==> src/rtl/line_buf_ctrl.sv <==
// Two-line buffer controller for a 1-bit pixel stream feeding a 3-row window column.
// Optional FIFO misuse detection on err is enabled by defining LINE_BUF_CTRL_ERR_EN.
module line_buf_ctrl #(
  parameter int IMG_WIDTH  = 640,
  parameter int IMG_HEIGHT = 480
) (
  input  logic       clk,
  input  logic       rst_n,
  input  logic       frame_start,
  input  logic       pix_valid,
  input  logic       pix_data,
  output logic       fifo0_wr_en,
  output logic       fifo0_wr_data,
  output logic       fifo0_rd_en,
  input  logic       fifo0_rd_data,
  input  logic       fifo0_empty,
  input  logic       fifo0_full,
  output logic       fifo1_wr_en,
  output logic       fifo1_wr_data,
  output logic       fifo1_rd_en,
  input  logic       fifo1_rd_data,
  input  logic       fifo1_empty,
  input  logic       fifo1_full,
  output logic       win_valid,
  output logic [2:0] win_col,
  output logic       busy,
  output logic       err
);

  localparam int CW = $clog2(IMG_WIDTH);
  localparam int RW = $clog2(IMG_HEIGHT);

  typedef enum logic [2:0] {IDLE, FILL0, FILL1, RUN, DRAIN} state_e;

  state_e          state_q, state_d;
  logic [CW-1:0]   col_q, col_d;
  logic [RW-1:0]   row_q, row_d;
  logic            fwd_q, fwd_d;
  logic            win_valid_q, win_valid_d;
  logic            pix_d_q, pix_d_d;
  logic [2:0]      win_hold_q, win_hold_d;

  logic accept, line_end, frame_end, drain;

  assign drain     = (state_q == DRAIN);
  assign accept    = pix_valid && (state_q inside {FILL0, FILL1, RUN});
  assign line_end  = accept && (col_q == CW'(IMG_WIDTH - 1));
  assign frame_end = line_end && (row_q == RW'(IMG_HEIGHT - 1));

  // FIFO strobes follow the accepted pixel in the same cycle; data is gated so
  // that idle/reset cycles present zeros on the write buses.
  assign fifo0_wr_en   = accept;
  assign fifo0_wr_data = accept & pix_data;
  assign fifo0_rd_en   = (accept && (state_q != FILL0)) || (drain && !fifo0_empty);
  assign fifo1_rd_en   = (accept && (state_q == RUN))   || (drain && !fifo1_empty);
  assign fifo1_wr_en   = fwd_q;
  assign fifo1_wr_data = fwd_q & fifo0_rd_data;

  assign win_valid = win_valid_q;
  assign win_col   = win_valid_q ? {pix_d_q, fifo0_rd_data, fifo1_rd_data} : win_hold_q;
  assign busy      = (state_q != IDLE);

  always_comb begin
    state_d     = state_q;
    col_d       = col_q;
    row_d       = row_q;
    // Only line-forwarding reads refill fifo1; drain reads just discard data.
    fwd_d       = accept && (state_q != FILL0);
    win_valid_d = accept && (state_q == RUN);
    pix_d_d     = accept ? pix_data : pix_d_q;
    win_hold_d  = win_col;

    if (accept) begin
      if (line_end) begin
        col_d = '0;
        row_d = row_q + RW'(1);
      end else begin
        col_d = col_q + CW'(1);
      end
    end

    case (state_q)
      IDLE: begin
        if (frame_start) begin
          state_d = FILL0;
          col_d   = '0;
          row_d   = '0;
        end
      end
      FILL0: begin
        if (frame_start)   state_d = DRAIN;
        else if (line_end) state_d = FILL1;
      end
      FILL1: begin
        if (frame_start)   state_d = DRAIN;
        else if (line_end) state_d = RUN;
      end
      RUN: begin
        if (frame_start || frame_end) state_d = DRAIN;
      end
      DRAIN: begin
        if (fifo0_empty && fifo1_empty && !fwd_q) state_d = IDLE;
      end
      default: state_d = IDLE;
    endcase
  end

  always_ff @(posedge clk or negedge rst_n) begin
    if (!rst_n) begin
      state_q     <= IDLE;
      col_q       <= '0;
      row_q       <= '0;
      fwd_q       <= 1'b0;
      win_valid_q <= 1'b0;
      pix_d_q     <= 1'b0;
      win_hold_q  <= 3'b000;
    end else begin
      state_q     <= state_d;
      col_q       <= col_d;
      row_q       <= row_d;
      fwd_q       <= fwd_d;
      win_valid_q <= win_valid_d;
      pix_d_q     <= pix_d_d;
      win_hold_q  <= win_hold_d;
    end
  end

`ifdef LINE_BUF_CTRL_ERR_EN
  logic err_q, err_d;

  always_comb begin
    err_d = err_q
          | (fifo0_rd_en & fifo0_empty) | (fifo1_rd_en & fifo1_empty)
          | (fifo0_wr_en & fifo0_full)  | (fifo1_wr_en & fifo1_full);
  end

  always_ff @(posedge clk or negedge rst_n) begin
    if (!rst_n) err_q <= 1'b0;
    else        err_q <= err_d;
  end

  assign err = err_q;
`else
  // Full flags only matter to the misuse checker.
  logic unused_full;
  assign unused_full = fifo0_full ^ fifo1_full;
  assign err = 1'b0;
`endif

endmodule

==> config.mk <==
export PLATFORM = sky130hd
export DESIGN_NAME = line_buf_ctrl
export DESIGN_NICKNAME = d
export VERILOG_FILES = /design/src/rtl/line_buf_ctrl.sv
export SDC_FILE = /design/constraint.sdc
export NUM_CORES = 1
export LEC_CHECK = 0
export BUFFER_PORTS_ARGS = -buffer_cell sky130_fd_sc_hd__buf_2
export CAP_MARGIN = 20
export CORE_UTILIZATION = 50
export DETAILED_ROUTE_END_ITERATION = 12
export HOLD_SLACK_MARGIN = 0.1
export MAX_ROUTING_LAYER = met4
export PLACE_DENSITY_LB_ADDON = 0.1
export SLEW_MARGIN = 20
export SYNTH_ARGS = -nofsm -noshare
export SYNTH_HDL_FRONTEND = slang
export SYNTH_SLANG_ARGS = --single-unit
==> constraint.sdc <==
create_clock -name clk -period 2 [get_ports clk]
set_clock_uncertainty 0.2 [all_clocks]
set_input_delay 0.1 -clock clk [delete_from_list [all_inputs] [get_ports clk]]
set_output_delay 0.1 -clock clk [all_outputs]
set_load 0.1 [all_outputs]
## Yosys cells after proc, flatten, opt, wreduce, memory -nomap -nowiden

Index checks and enable logic that the tools add are counted.

- Mux-type cells: 17
- Reduce and logical (&&, ||, !) cells: 19
- Bitwise operators: 2
- Eq/ne operators: 12
- Add/subtract/negate cells: 2

Operator list:

| operator | number |
|---|---|
| $mux W10 | 4 |
| $mux W9 | 4 |
| $mux W3 | 8 |
| $pmux W3 S5 | 1 |
| $add A10 B1 Y10 const B | 1 |
| $eq A10 B10 Y1 const B | 1 |
| $add A9 B1 Y9 const B | 1 |
| $eq A9 B9 Y1 const B | 1 |
| $logic_and A1 B1 Y1 | 9 |
| $eq A3 B2 Y1 const B | 2 |
| $ne A3 B3 Y1 const B | 2 |
| $reduce_bool A3 Y1 | 2 |
| $reduce_and A5 Y1 | 1 |
| $ne A2 B1 Y1 const B | 2 |
| $eq A3 B1 Y1 const B | 1 |
| $eq A3 B3 Y1 const B | 1 |
| $logic_not A1 Y1 | 3 |
| $logic_not A3 Y1 | 1 |
| $logic_or A1 B1 Y1 | 3 |
| $ne A3 B1 Y1 const B | 1 |
| $and A1 B1 Y1 | 2 |
| $ne A2 B2 Y1 const B | 1 |

- Input port bits: 11
- Bits in registers: 28

## Longest topological paths before layout

Gate-level depths: netlist of the first run.

- Depth after elaboration: 8
- Mapped depth: 6
- Gate-level depth less buffers: 5

## Worst setup path before layout of the first run

No wires, ideal clock.

- Kind: reg-to-output
- From: register state_q[1]
- To: output fifo0_rd_en
- Setup slack: -0.630 ns
- Data arrival time: 2.330 ns
- Cell stages (with the launch flop): 5
- Data required time: 1.700 ns
- Path buffers: 1
- Path through: dfrtp_1 -> buf_2 -> nor2_2 -> nand2_1 -> o21bai_1

- Cells in the longest elaborated chain, start to end: 5
- Elaborated cells between the ends (all ways): 10
- Those cells by class: eq/ne: 5; reduce/logical: 5

Ends and longest elaborated chain:

| item | RTL line | text |
|---|---|---|
| start, declared | 35 | `state_e state_q, state_d;` |
| start signal, assigned | 118 | `state_q <= state_d;` |
| $eq A3 B1 Y1 or $eq A3 B2 Y1 (tied branches) | 46 | `assign accept = pix_valid && (state_q inside {FILL0, FILL1, RUN});` |
| $reduce_bool A3 Y1 | 46 |  |
| $logic_and A1 B1 Y1 | 46 |  |
| $logic_and A1 B1 Y1 | 54 | `assign fifo0_rd_en = (accept && (state_q != FILL0)) \|\| (drain && !fifo0_empty);` |
| $logic_or A1 B1 Y1 * | 54 |  |
| end, declared | 14 | `output logic fifo0_rd_en,` |

Mark *: on every way between the ends. The rest lies on a longest branch, timed or not.

## Worst setup path in the final report of the first run

- From: register col_q[1]
- To: register row_q[5]

- Cells in the longest elaborated chain, start to end: 6

Ends and longest elaborated chain:

| item | RTL line | text |
|---|---|---|
| start, declared | 36 | `logic [CW-1:0] col_q, col_d;` |
| start signal, assigned | 119 | `col_q <= col_d;` |
| $eq A10 B10 Y1 * | 47 | `assign line_end = accept && (col_q == CW'(IMG_WIDTH - 1));` |
| $logic_and A1 B1 Y1 * | 47 |  |
| $mux W9 * | 74 | `if (line_end) begin` |
| $mux W9 * | 73 | `if (accept) begin` |
| $mux W9 | 84 | `if (frame_start) begin` |
| $mux W9 * | 82 | `case (state_q)` |
| via row_d[5] | 37 | `logic [RW-1:0] row_q, row_d;` |
| end signal, assigned | 120 | `row_q <= row_d;` |
| end, declared | 37 |  |

Mark *: on every way through the listed nets, which the timed path passes. The rest lies on a longest branch.
A chain may end at the register's enable or synchronous reset.

==> flow_metrics.env, run 1 <==
export IMPL_outcome="finished, violations left"
export IMPL_violations="setup timing"
export IMPL_worstSetupPathType="flop to flop"
export IMPL_worstMarginPinSlew_ps=637
export IMPL_pwr_share_seq=0.353
export IMPL_die_area_sq_mm=0.00342
export IMPL_crit_required_ps=2080
export IMPL_chipHeight_microns=58.5
export IMPL_cts_sinks=28
export IMPL_cap_violations=0
export IMPL_period_needed_ps=2060
export IMPL_async_flop_share=1.00
export IMPL_clkTransAtPathRegs_ps=160
export IMPL_drtIter0Drc=39
export IMPL_htree_levels=1
export IMPL_regToRegEndpoint="row_q[5]$_DFF_PN0_"
export IMPL_most_common_layout_cells="27 x dfrtp_1, 23 x buf_4, 16 x nand2_1"
export IMPL_rsz0062_at_grt="yes"
export IMPL_clockRootBuffer="clkbuf_4"
export IMPL_internal_power_mw=1.07
export IMPL_port_buffers=19
export IMPL_seq_area_sq_um=702
export IMPL_initial_utilization=0.527
export IMPL_start_kind="flop"
export IMPL_slew_violations=0
export IMPL_ir_worst_vdd_mv=0.426
export IMPL_core_area_sq_mm=0.00303
export IMPL_drcViolationCount=0
export IMPL_synth_top_flop_cell="dfrtp_1"
export IMPL_switching_share=0.412
export IMPL_p_switching_uw=748
export IMPL_grt_ovfl_total=0
export IMPL_routed_wirelength_microns=4050
export IMPL_syn_inst=160
export IMPL_synth_cell_type_count=52
export IMPL_ios=23
export IMPL_power_mw=1.82
export IMPL_setup_viol=9
export IMPL_p_per_area_mw_per_mm2=810
export IMPL_post_route_period_util=1.03
export IMPL_setup_ws_ps=-59.8
export IMPL_grt_max_degree=29
export IMPL_clock_latency_ps=340
export IMPL_synth_edff_count=0
export IMPL_diodes=0
export IMPL_drive_gt1_frac=0.454
export IMPL_cts_tree="built"
export IMPL_fmax_mhz=485
export IMPL_reg2reg_slack_ps=-60
export IMPL_stdcell_count=251
export IMPL_wl_per_cell_microns=16.1
export IMPL_synthesis_area_sq_mm=0.00160
export IMPL_min_path_type="input port to asynchronous set/reset pin"
export IMPL_nFillCells=215
export IMPL_cp_arrival_ps=2140
export IMPL_finalHoldViolations=0
export IMPL_grt_pass1_wl_microns=6310
export IMPL_finalNetCount=221
export IMPL_synth_area_per_cell_sq_um=9.97
export IMPL_holdWs_ps=93.7
export IMPL_gp_congestion=0.800
export IMPL_antenna_found_initial=0
export IMPL_num_vias=1436
export IMPL_cts_buffers=3
export IMPL_dr_pass1_iters=4
export IMPL_critPathCaptureType="flop"
export IMPL_vias_per_cell=5.72
export IMPL_final_common_cell="dfrtp_1"
export IMPL_dp_hpwl_microns=2590
export IMPL_ys_seq_area_frac=0.439
export IMPL_dp_cells=233
export IMPL_slew_limit_headroom=0.576
export IMPL_tns_ps=-192
export IMPL_clock_path_buffers=2
export IMPL_synth_seq_cells=28
export IMPL_final_antenna_net_count=0
export IMPL_die_w_microns=58.5
export IMPL_clkPwrFrac=0.161
export IMPL_ys_warn_count=0
export IMPL_placementRows=20
export IMPL_worstReg2RegStart="col_q[1]$_DFF_PN0_"
export IMPL_synth_fp_nets=173
export IMPL_reg2reg_depth=6
export IMPL_synthToLayoutAreaGrowth_pct=40.5
export IMPL_track_usage=0.249
export IMPL_p_leak_nw=1.04
export IMPL_grt_pass1_vias=1433
export IMPL_multi_input_area_sq_mm=0.00100
export IMPL_pwr_share_comb=0.487
export IMPL_cp_max_fo=6
[synthesized netlist by cell type (3+ instances only)]
| cell | number | area (sq um) |
|---|---|---|
| nor4_2 | 4 | 50.1 |
| or2_2 | 7 | 43.8 |
| a21oi_1 | 5 | 25.0 |
| dfrtp_1 | 28 | 701 |
| clkbuf_1 | 4 | 15.0 |
| mux2i_1 | 4 | 40.0 |
| xnor2_1 | 5 | 43.8 |
| nand4_1 | 4 | 25.0 |
| mux2_2 | 3 | 33.8 |
| nor3_1 | 6 | 30.0 |
| nor2_1 | 5 | 18.8 |
| o21ai_0 | 4 | 20.0 |
| nor4_1 | 3 | 18.8 |
| and3_1 | 3 | 18.8 |
| nand2_1 | 18 | 67.6 |
| nand3_1 | 7 | 35.0 |
[routing by layer]
layer | routed length, microns | vias to the layer above | track usage
met4 | 46 | 0 | 0.0816
li1 | - | 680 | -
met5 | 0 | - | -
met2 | 2090 | 40 | 0.429
met1 | 1750 | 709 | 0.310
met3 | 165 | 7 | 0.0220
[worst max-delay path by stage]
stage / slack [ps] / from / cells past startpoint / to
2_1_floorplan: -70 / state_q[1]$_DFFE_PN0P_ / 4 / fifo0_rd_en
3_3_place_gp: -0.8 / col_q[1]$_DFF_PN0_ / 6 / row_q[7]$_DFF_PN0_
3_5_place_dp: -90 / col_q[0]$_DFF_PN0_ / 6 / row_q[6]$_DFF_PN0_
4_1_cts: -100 / col_q[1]$_DFF_PN0_ / 6 / row_q[6]$_DFF_PN0_
5_1_grt: -140 / col_q[1]$_DFF_PN0_ / 6 / row_q[5]$_DFF_PN0_
6_report: -60 / col_q[1]$_DFF_PN0_ / 6 / row_q[5]$_DFF_PN0_
[through the flow]
step	setup slack [ps]	util	instance area (sq um)
finish	-59.8	0.740	2240
CTS	-95.8	0.689	2090
detailed placement	-86.2	0.643	1950
floorplan	-67.5	-	1670
global placement	-0.844	0.643	1950
global route	-142	0.740	2240
[power by group through the flow]
stage,sequential [mW],combinational (mW),clock (mW)
4_1_cts,0.638,0.780,0.292
6_report,0.640,0.884,0.292
3_3_place_gp,0.645,0.739,0
2_1_floorplan,0.641,0.535,0
3_5_place_dp,0.649,0.753,0
5_1_grt,0.643,0.932,0.299
[registers in the layout (all words and copies together), names as in the netlist]
register and cells:
win_hold_q 3, pix_d_q 1, win_valid 1, state_q 3, col_q 10, fifo1_wr_en 1, row_q 9
[cell families (layout without fill, tap and decap cells)]
| kind of cell | count (synthesis) | count (layout) | share of synthesized area |
|---|---|---|---|
| xor+xnor | 6 | 6 | 0.0329 |
| other cells | 1 | 1 | 0.00235 |
| buf+inv | 11 | 58 | 0.0392 |
| flops | 28 | 28 | 0.439 |
| compound gates | 27 | 27 | 0.118 |
| mux | 7 | 7 | 0.0463 |
| simple gates | 78 | 78 | 0.307 |
| fa+ha+maj | 2 | 2 | 0.0157 |
[critical path, stage by stage, from the launching register on]
cell	delay, ps
dfrtp_1	400
ha_2	220
nand2_4	50
or4_4	580
buf_6	180
nor4_4	150
mux2i_1	230
[layout make-up]
| class | instances | area share |
|---|---|---|
| tap | 44 | 0.0246 |
| inverter | 2 | 0.00503 |
| multi-input combinational | 121 | 0.447 |
| clock buffer | 4 | 0.0162 |
| timing repair buffer | 52 | 0.194 |
| sequential | 28 | 0.313 |
[timing repair]
action	in CTS	in global routing
setup endpoints to repair	10	23
buffers inserted	3	5
pin swaps	2	8
resized for setup	7	26
endpoints found under the hold margin	41	0
hold buffers	6	0
cloned	0	0
Power figures use the tool's default switching activity.
==> run 2, diff against run 1 <==
--- a/config.mk
+++ b/config.mk
@@ -12,6 +12,8 @@
 export HOLD_SLACK_MARGIN = 0.1
 export MAX_ROUTING_LAYER = met4
 export PLACE_DENSITY_LB_ADDON = 0.1
+export SETUP_SLACK_MARGIN = 0.1
+export SKIP_LAST_GASP = 1
 export SLEW_MARGIN = 20
 export SYNTH_ARGS = -nofsm -noshare
 export SYNTH_HDL_FRONTEND = slang
==> run 2 against run 1 <==
The flow still finishes with violations (setup timing). Sequential power increased by 2%. Hold slack better by 6.7 ps. Die area stayed put. Count of clock-buffer cells in the layout fell by 1. Non-clock buffer count up 16. First-iteration DRC count grew 110%. Total power increased by 19%. Routed wire length grew 20%. Final cell count up 6.8%. Largest cell class unchanged. Highest routed layer unchanged.
==> flow_metrics.env, run 2 (synthesis gave the netlist of run 1 again) <==
export IMPL_outcome="finished, violations left"
export IMPL_violations="setup timing"
export IMPL_utilization=0.809
export IMPL_critical_path_max_stage_delay_ps=570
export IMPL_diodes=0
export IMPL_min_path_type="input port to asynchronous set/reset pin"
export IMPL_cap_violations=0
export IMPL_grt_pass1_vias=1430
export IMPL_vias_per_cell=5.75
export IMPL_core_area_sq_mm=0.00303
export IMPL_dpl_cell_area_sq_mm=0.00197
export IMPL_grt_max_degree=29
export IMPL_clock_latency_ps=340
export IMPL_grt_ovfl_total=0
export IMPL_cts_buffers=3
export IMPL_cts_tree="built"
export IMPL_reg2reg_slack_ps=-80
export IMPL_cp_arrival_ps=2140
export IMPL_drive_gt1_frac=0.487
export IMPL_antenna_found_initial=0
export IMPL_cts_sinks=28
export IMPL_port_buffers=19
export IMPL_p_leak_nw=1.14
export IMPL_gp_congestion=0.777
export IMPL_reg2reg_depth=6
export IMPL_die_area_sq_mm=0.00342
export IMPL_worstMarginPinSlew_ps=663
export IMPL_nFillCells=165
export IMPL_start_kind="flop"
export IMPL_clkTransAtPathRegs_ps=150
export IMPL_path_cells="ha_4 -> nand2_4 -> or4_4 -> buf_12 -> nor4_4 -> mux2i_1"
export IMPL_top_register="col_q"
export IMPL_worstReg2RegStart="col_q[0]$_DFF_PN0_"
export IMPL_regToRegEndpoint="row_q[6]$_DFF_PN0_"
export IMPL_most_common_layout_cells="35 x buf_4, 27 x dfrtp_1, 15 x nand2_1"
export IMPL_design_area_sq_mm=0.00245
export IMPL_finalHoldViolations=0
export IMPL_drcViolationCount=0
export IMPL_critPathCaptureType="flop"
export IMPL_worstSetupPathType="flop to flop"
export IMPL_clock_path_buffers=2
export IMPL_period_needed_ps=2080
export IMPL_routed_wirelength_microns=4840
export IMPL_drtIter0Drc=80
export IMPL_slew_violations=0
export IMPL_wl_per_cell_microns=18.1
export IMPL_holdWs_ps=100
export IMPL_reg_largest_list="col_q: 10 flops, row_q: 9 flops"
export IMPL_clockRootBuffer="clkbuf_4"
export IMPL_largest_reg_flops=10
export IMPL_die_w_microns=58.5
export IMPL_p_per_area_mw_per_mm2=880
export IMPL_final_antenna_net_count=0
export IMPL_ios=23
export IMPL_synthToLayoutAreaGrowth_pct=53.5
export IMPL_slew_limit_headroom=0.558
export IMPL_htree_levels=1
export IMPL_setup_ws_ps=-79.1
export IMPL_dr_pass1_iters=4
export IMPL_placementRows=20
export IMPL_cp_max_fo=6
export IMPL_post_route_period_util=1.04
export IMPL_tns_ps=-100
export IMPL_rsz0062_at_grt="yes"
export IMPL_initial_utilization=0.527
export IMPL_crit_required_ps=2060
export IMPL_finalNetCount=238
export IMPL_final_common_cell="buf_4"
export IMPL_num_vias=1542
export IMPL_setup_viol=4
export IMPL_chipHeight_microns=58.5
export IMPL_fmax_mhz=481
export IMPL_crit_slowest_cell="or4_4"
export IMPL_dp_hpwl_microns=2480
export IMPL_grt_pass1_wl_microns=6860
export IMPL_ir_worst_vdd_mv=0.522
export IMPL_track_usage=0.276
==> run 2: power by group <==
part	switching [mW]	internal, mW
clock network	0.178	0.203
registers	0.0448	0.609
logic	0.618	0.501
==> run 2: through the flow <==
stage / total power [mW] / cells / setup slack (ps)
floorplan: 1.18 / 160 / -67.5
global placement: 1.38 / 232 / 15.5
detailed placement: 1.40 / 232 / -30.6
CTS: 1.91 / 254 / -15.5
global route: 2.23 / 268 / -124
finish: 2.15 / 268 / -79.1
==> run 2: cell type report <==
type,count,area (sq um),share of cell area
multi-input cells,122,1020,0.415
well taps,44,55.1,0.0225
clock buffers,3,22.5,0.00920
flip-flops and latches,28,702,0.287
repair buffers,68,611,0.249
inverters,2,11.3,0.00460
clock inverters,1,30.0,0.0123
==> run 2: routing by layer <==
metal	GRT usage	share of wire
met1	0.339	0.40
met2	0.463	0.53
met4	0.0680	0.028
met5	-	0
met3	0.0615	0.042
==> run 2: how the worst max path moves through the flow <==
stage / startpoint / to
5_1_grt: col_q[0]$_DFF_PN0_ / row_q[6]$_DFF_PN0_
3_3_place_gp: col_q[1]$_DFF_PN0_ / row_q[7]$_DFF_PN0_
6_report: col_q[0]$_DFF_PN0_ / row_q[6]$_DFF_PN0_
4_1_cts: col_q[0]$_DFF_PN0_ / row_q[8]$_DFF_PN0_
2_1_floorplan: state_q[1]$_DFFE_PN0P_ / fifo0_rd_en
3_5_place_dp: col_q[1]$_DFF_PN0_ / row_q[7]$_DFF_PN0_
==> run 2: critical path: cells and delay by family (launching register included) <==
kind	cells	cell delay, ps
adders and majority gates	1	160
buffers and inverters	1	180
DFF	1	420
and+or+nand+nor	3	780
muxes	1	260
==> run 2: timing repair <==
item,CTS,global route
setup endpoints to repair,21,24
hold buffers,5,0
cloned,1,0
setup buffers,12,14
pin swaps,7,11
resized for setup,16,20
endpoints found under the hold margin,34,0
==> run 3, diff against run 2 <==
--- a/config.mk
+++ b/config.mk
@@ -5,13 +5,14 @@
 export SDC_FILE = /design/constraint.sdc
 export NUM_CORES = 1
 export LEC_CHECK = 0
+export ABC_AREA = 1
 export BUFFER_PORTS_ARGS = -buffer_cell sky130_fd_sc_hd__buf_2
 export CAP_MARGIN = 20
 export CORE_UTILIZATION = 50
 export DETAILED_ROUTE_END_ITERATION = 12
 export HOLD_SLACK_MARGIN = 0.1
 export MAX_ROUTING_LAYER = met4
-export PLACE_DENSITY_LB_ADDON = 0.1
+export PLACE_DENSITY = 0.84
 export SETUP_SLACK_MARGIN = 0.1
 export SKIP_LAST_GASP = 1
 export SLEW_MARGIN = 20
==> run 3 against run 2 <==
The flow finishes with violations (DRC). First-iteration DRC count decreased by 63%. Total power increased by 19%. Worst setup slack improved by 220 ps. Clock power decreased by 26%. Synthesized cell count increased by 18%. Core utilization decreased by 8.3 points. Routed wire length decreased by 32%. Final area decreased by 16%. Die area decreased by 4.5%. Final cell count increased by 1.5%. Count of clock-buffer cells in the layout increased by 1. Sequential share of layout area increased by 5.8 points. Critical path type is now flop to output pin. Highest routed layer unchanged.
==> flow_metrics.env, run 3 <==
export IMPL_outcome="finished, violations left"
export IMPL_violations="DRC"
export IMPL_min_path_type="input port to asynchronous set/reset pin"
export IMPL_synthToLayoutAreaGrowth_pct=34.9
export IMPL_synth_top_flop_cell="dfrtp_1"
export IMPL_rsz0062_at_grt="yes"
export IMPL_grt_max_degree=29
export IMPL_vias_per_cell=5.14
export IMPL_ys_warn_count=0
export IMPL_critPathCaptureType="output pin"
export IMPL_pwr_share_seq=0.291
export IMPL_wl_per_cell_microns=12.1
export IMPL_dr_pass1_iters=8
export IMPL_largest_reg_flops=10
export IMPL_worstMarginPinSlew_ps=613
export IMPL_drcViolationCount=2
export IMPL_utilization=0.725
export IMPL_holdWs_ps=83.4
export IMPL_reg_largest_list="col_q: 10 flops, row_q: 9 flops"
export IMPL_drtIter0Drc=30
export IMPL_final_common_cell="nand2_1"
export IMPL_synth_edff_count=0
export IMPL_top_register="col_q"
export IMPL_chipHeight_microns=57.2
export IMPL_clkPwrFrac=0.110
export IMPL_async_flop_share=1.00
export IMPL_ios=23
export IMPL_use_met3=0.0227
export IMPL_grtUsageMet1=0.278
export IMPL_synthTopCellsByArea="dfrtp_1 46%, nand2_1 10%, nor2_1 7.4%"
export IMPL_setup_viol=0
export IMPL_period_needed_ps=1860
export IMPL_slew_limit_headroom=0.591
export IMPL_clock_path_buffers=2
export IMPL_htree_levels=1
export IMPL_routed_wirelength_microns=3280
export IMPL_grt_pass1_wl_microns=5310
export IMPL_slew_violations=0
export IMPL_crit_required_ps=1700
export IMPL_cts_buffers=3
export IMPL_port_buffers=19
export IMPL_cap_violations=0
export IMPL_p_per_area_mw_per_mm2=1250
export IMPL_synthesis_area_sq_mm=0.00152
export IMPL_finalHoldViolations=0
export IMPL_finalNetCount=255
export IMPL_switching_share=0.509
export IMPL_cts_sinks=28
export IMPL_die_area_sq_mm=0.00327
export IMPL_track_usage=0.216
export IMPL_worstSetupPathType="flop to output pin"
export IMPL_dp_hpwl_microns=2100
export IMPL_synthMostInstantiatedCell="nand2_1"
export IMPL_grt_ovfl_total=0
export IMPL_yosys_top_cells_count="41 x nand2_1, 30 x nor2_1, 28 x dfrtp_1"
export IMPL_synth_cell_type_count=27
export IMPL_diodes=0
export IMPL_clock_latency_ps=330
export IMPL_drive_gt1_frac=0.303
export IMPL_antenna_found_initial=0
export IMPL_synth_area_per_cell_sq_um=8.09
export IMPL_p_switching_mw=1.30
export IMPL_grt_pass1_vias=1249
export IMPL_cp_max_fo=5
export IMPL_clockRootBuffer="clkbuf_4"
export IMPL_internal_power_mw=1.26
export IMPL_cp_arrival_ps=1560
export IMPL_clkTransAtPathRegs_ps=150
export IMPL_num_vias=1398
export IMPL_grt_busiest_layer="met2"
export IMPL_most_common_layout_cells="38 x nand2_1, 26 x nor2_1, 23 x dfrtp_1"
export IMPL_syn_inst=188
export IMPL_die_w_microns=57.2
export IMPL_ys_seq_area_frac=0.461
export IMPL_synth_largest_area_cell="dfrtp_1"
export IMPL_final_antenna_net_count=0
export IMPL_synth_seq_cells=28
export IMPL_nFillCells=200
export IMPL_fmax_mhz=537
export IMPL_placementRows=19
export IMPL_synth_fp_nets=201
export IMPL_ir_worst_vdd_mv=1.15
export IMPL_pwr_share_comb=0.599
export IMPL_p_leak_nw=0.973
export IMPL_post_route_period_util=0.932
export IMPL_gp_congestion=0.768
export IMPL_core_area_sq_mm=0.00283
export IMPL_grt_use_met2=0.356
export IMPL_cts_tree="built"
export IMPL_initial_utilization=0.538
export IMPL_synth_top_area_frac=0.461
export IMPL_start_kind="flop"
## run 3: cell types whose count changed after synthesis, moves of 4 or more
| cell | before | now |
|---|---|---|
| nor2_1 | 5 | 30 |
| nand2_1 | 18 | 41 |
| inv_1 | 2 | 20 |
| o21ai_0 | 4 | 12 |
| or2_2 | 7 | 0 |
| a21oi_1 | 5 | 10 |
| clkbuf_1 | 4 | 0 |
| mux2i_1 | 4 | 0 |
| nand3_1 | 7 | 11 |
| nor4_2 | 4 | 0 |
## run 3: cells by family after synthesis
family	after synthesis	share of synthesized area
and+or+nand+nor	94	0.282
AOI/OAI and AO/OA	31	0.121
DFF	28	0.461
buffers and inverters	24	0.0666
xor gates and xnor gates	5	0.0288
muxes	3	0.0222
adders and majority gates	2	0.0164
other	1	0.00246
## run 3: worst paths after layout
check,slack (ps),cells after the start,to,start
min,80,2,row_q[2]$_DFF_PN0_,rst_n
min in group clk,310,1,row_q[6]$_DFF_PN0_,row_q[6]$_DFF_PN0_
max reg2reg,190,9,row_q[3]$_DFF_PN0_,col_q[0]$_DFF_PN0_
min reg2reg,310,1,row_q[6]$_DFF_PN0_,row_q[6]$_DFF_PN0_
max in group asynchronous,1080,2,win_valid$_DFF_PN0_,rst_n
max,140,6,fifo0_rd_en,state_q[1]$_DFFE_PN0P_
## run 3: layout make-up
| class | count | area, sq um | area share |
|---|---|---|---|
| multi-input combinational | 137 | 779 | 0.380 |
| timing repair buffer | 50 | 408 | 0.199 |
| inverter | 22 | 82.6 | 0.0402 |
| sequential | 28 | 707 | 0.345 |
| clock buffer | 4 | 36.3 | 0.0177 |
| tap | 31 | 38.8 | 0.0189 |
## run 3: critical path: stages, from the launching register on
cell     delay, ps
dfrtp_2        460
nor2_4         230
nor2_4          60
nand2_4         90
buf_6          120
o22ai_4         70
buf_12         180
## run 3: timing repair
item                                   CTS  global route
cloned                                   0             1
hold buffers                             9             0
pin swaps                                1             4
setup buffers                            4            11
endpoints found under the hold margin   44             0
gates resized for setup                  7            12
setup endpoints to repair                7            13
## run 3: metal layers
layer | wire (microns) | share of wire | vias up
li1 | - | - | 722
met1 | 1480 | 0.45 | 638
met2 | 1620 | 0.49 | 33
met3 | 126 | 0.038 | 5
met4 | 48 | 0.015 | 0
met5 | 0 | 0 | -
## run 3: through the flow
| step | power (mW) | instances | setup WS, ps | setup TNS [ps] | instance area, sq um |
|---|---|---|---|---|---|
| 2_1_floorplan | 1.78 | 188 | -309 | -4800 | 1550 |
| 3_3_place_gp | 2.04 | 243 | 148 | 0 | 1750 |
| 3_5_place_dp | 2.06 | 243 | 127 | 0 | 1750 |
| 4_1_cts | 2.42 | 260 | 76.7 | 0 | 1920 |
| 5_1_grt | 2.69 | 272 | 55.7 | 0 | 2050 |
| 6_report | 2.56 | 272 | 137 | 0 | 2050 |
## run 3: power by group through the flow
stage | logic, mW | registers [mW] | clock network (mW)
3_3_place_gp | 1.28 | 0.759 | 0
6_report | 1.53 | 0.744 | 0.283
2_1_floorplan | 0.967 | 0.813 | 0
3_5_place_dp | 1.29 | 0.764 | 0
5_1_grt | 1.63 | 0.754 | 0.303
4_1_cts | 1.39 | 0.744 | 0.288
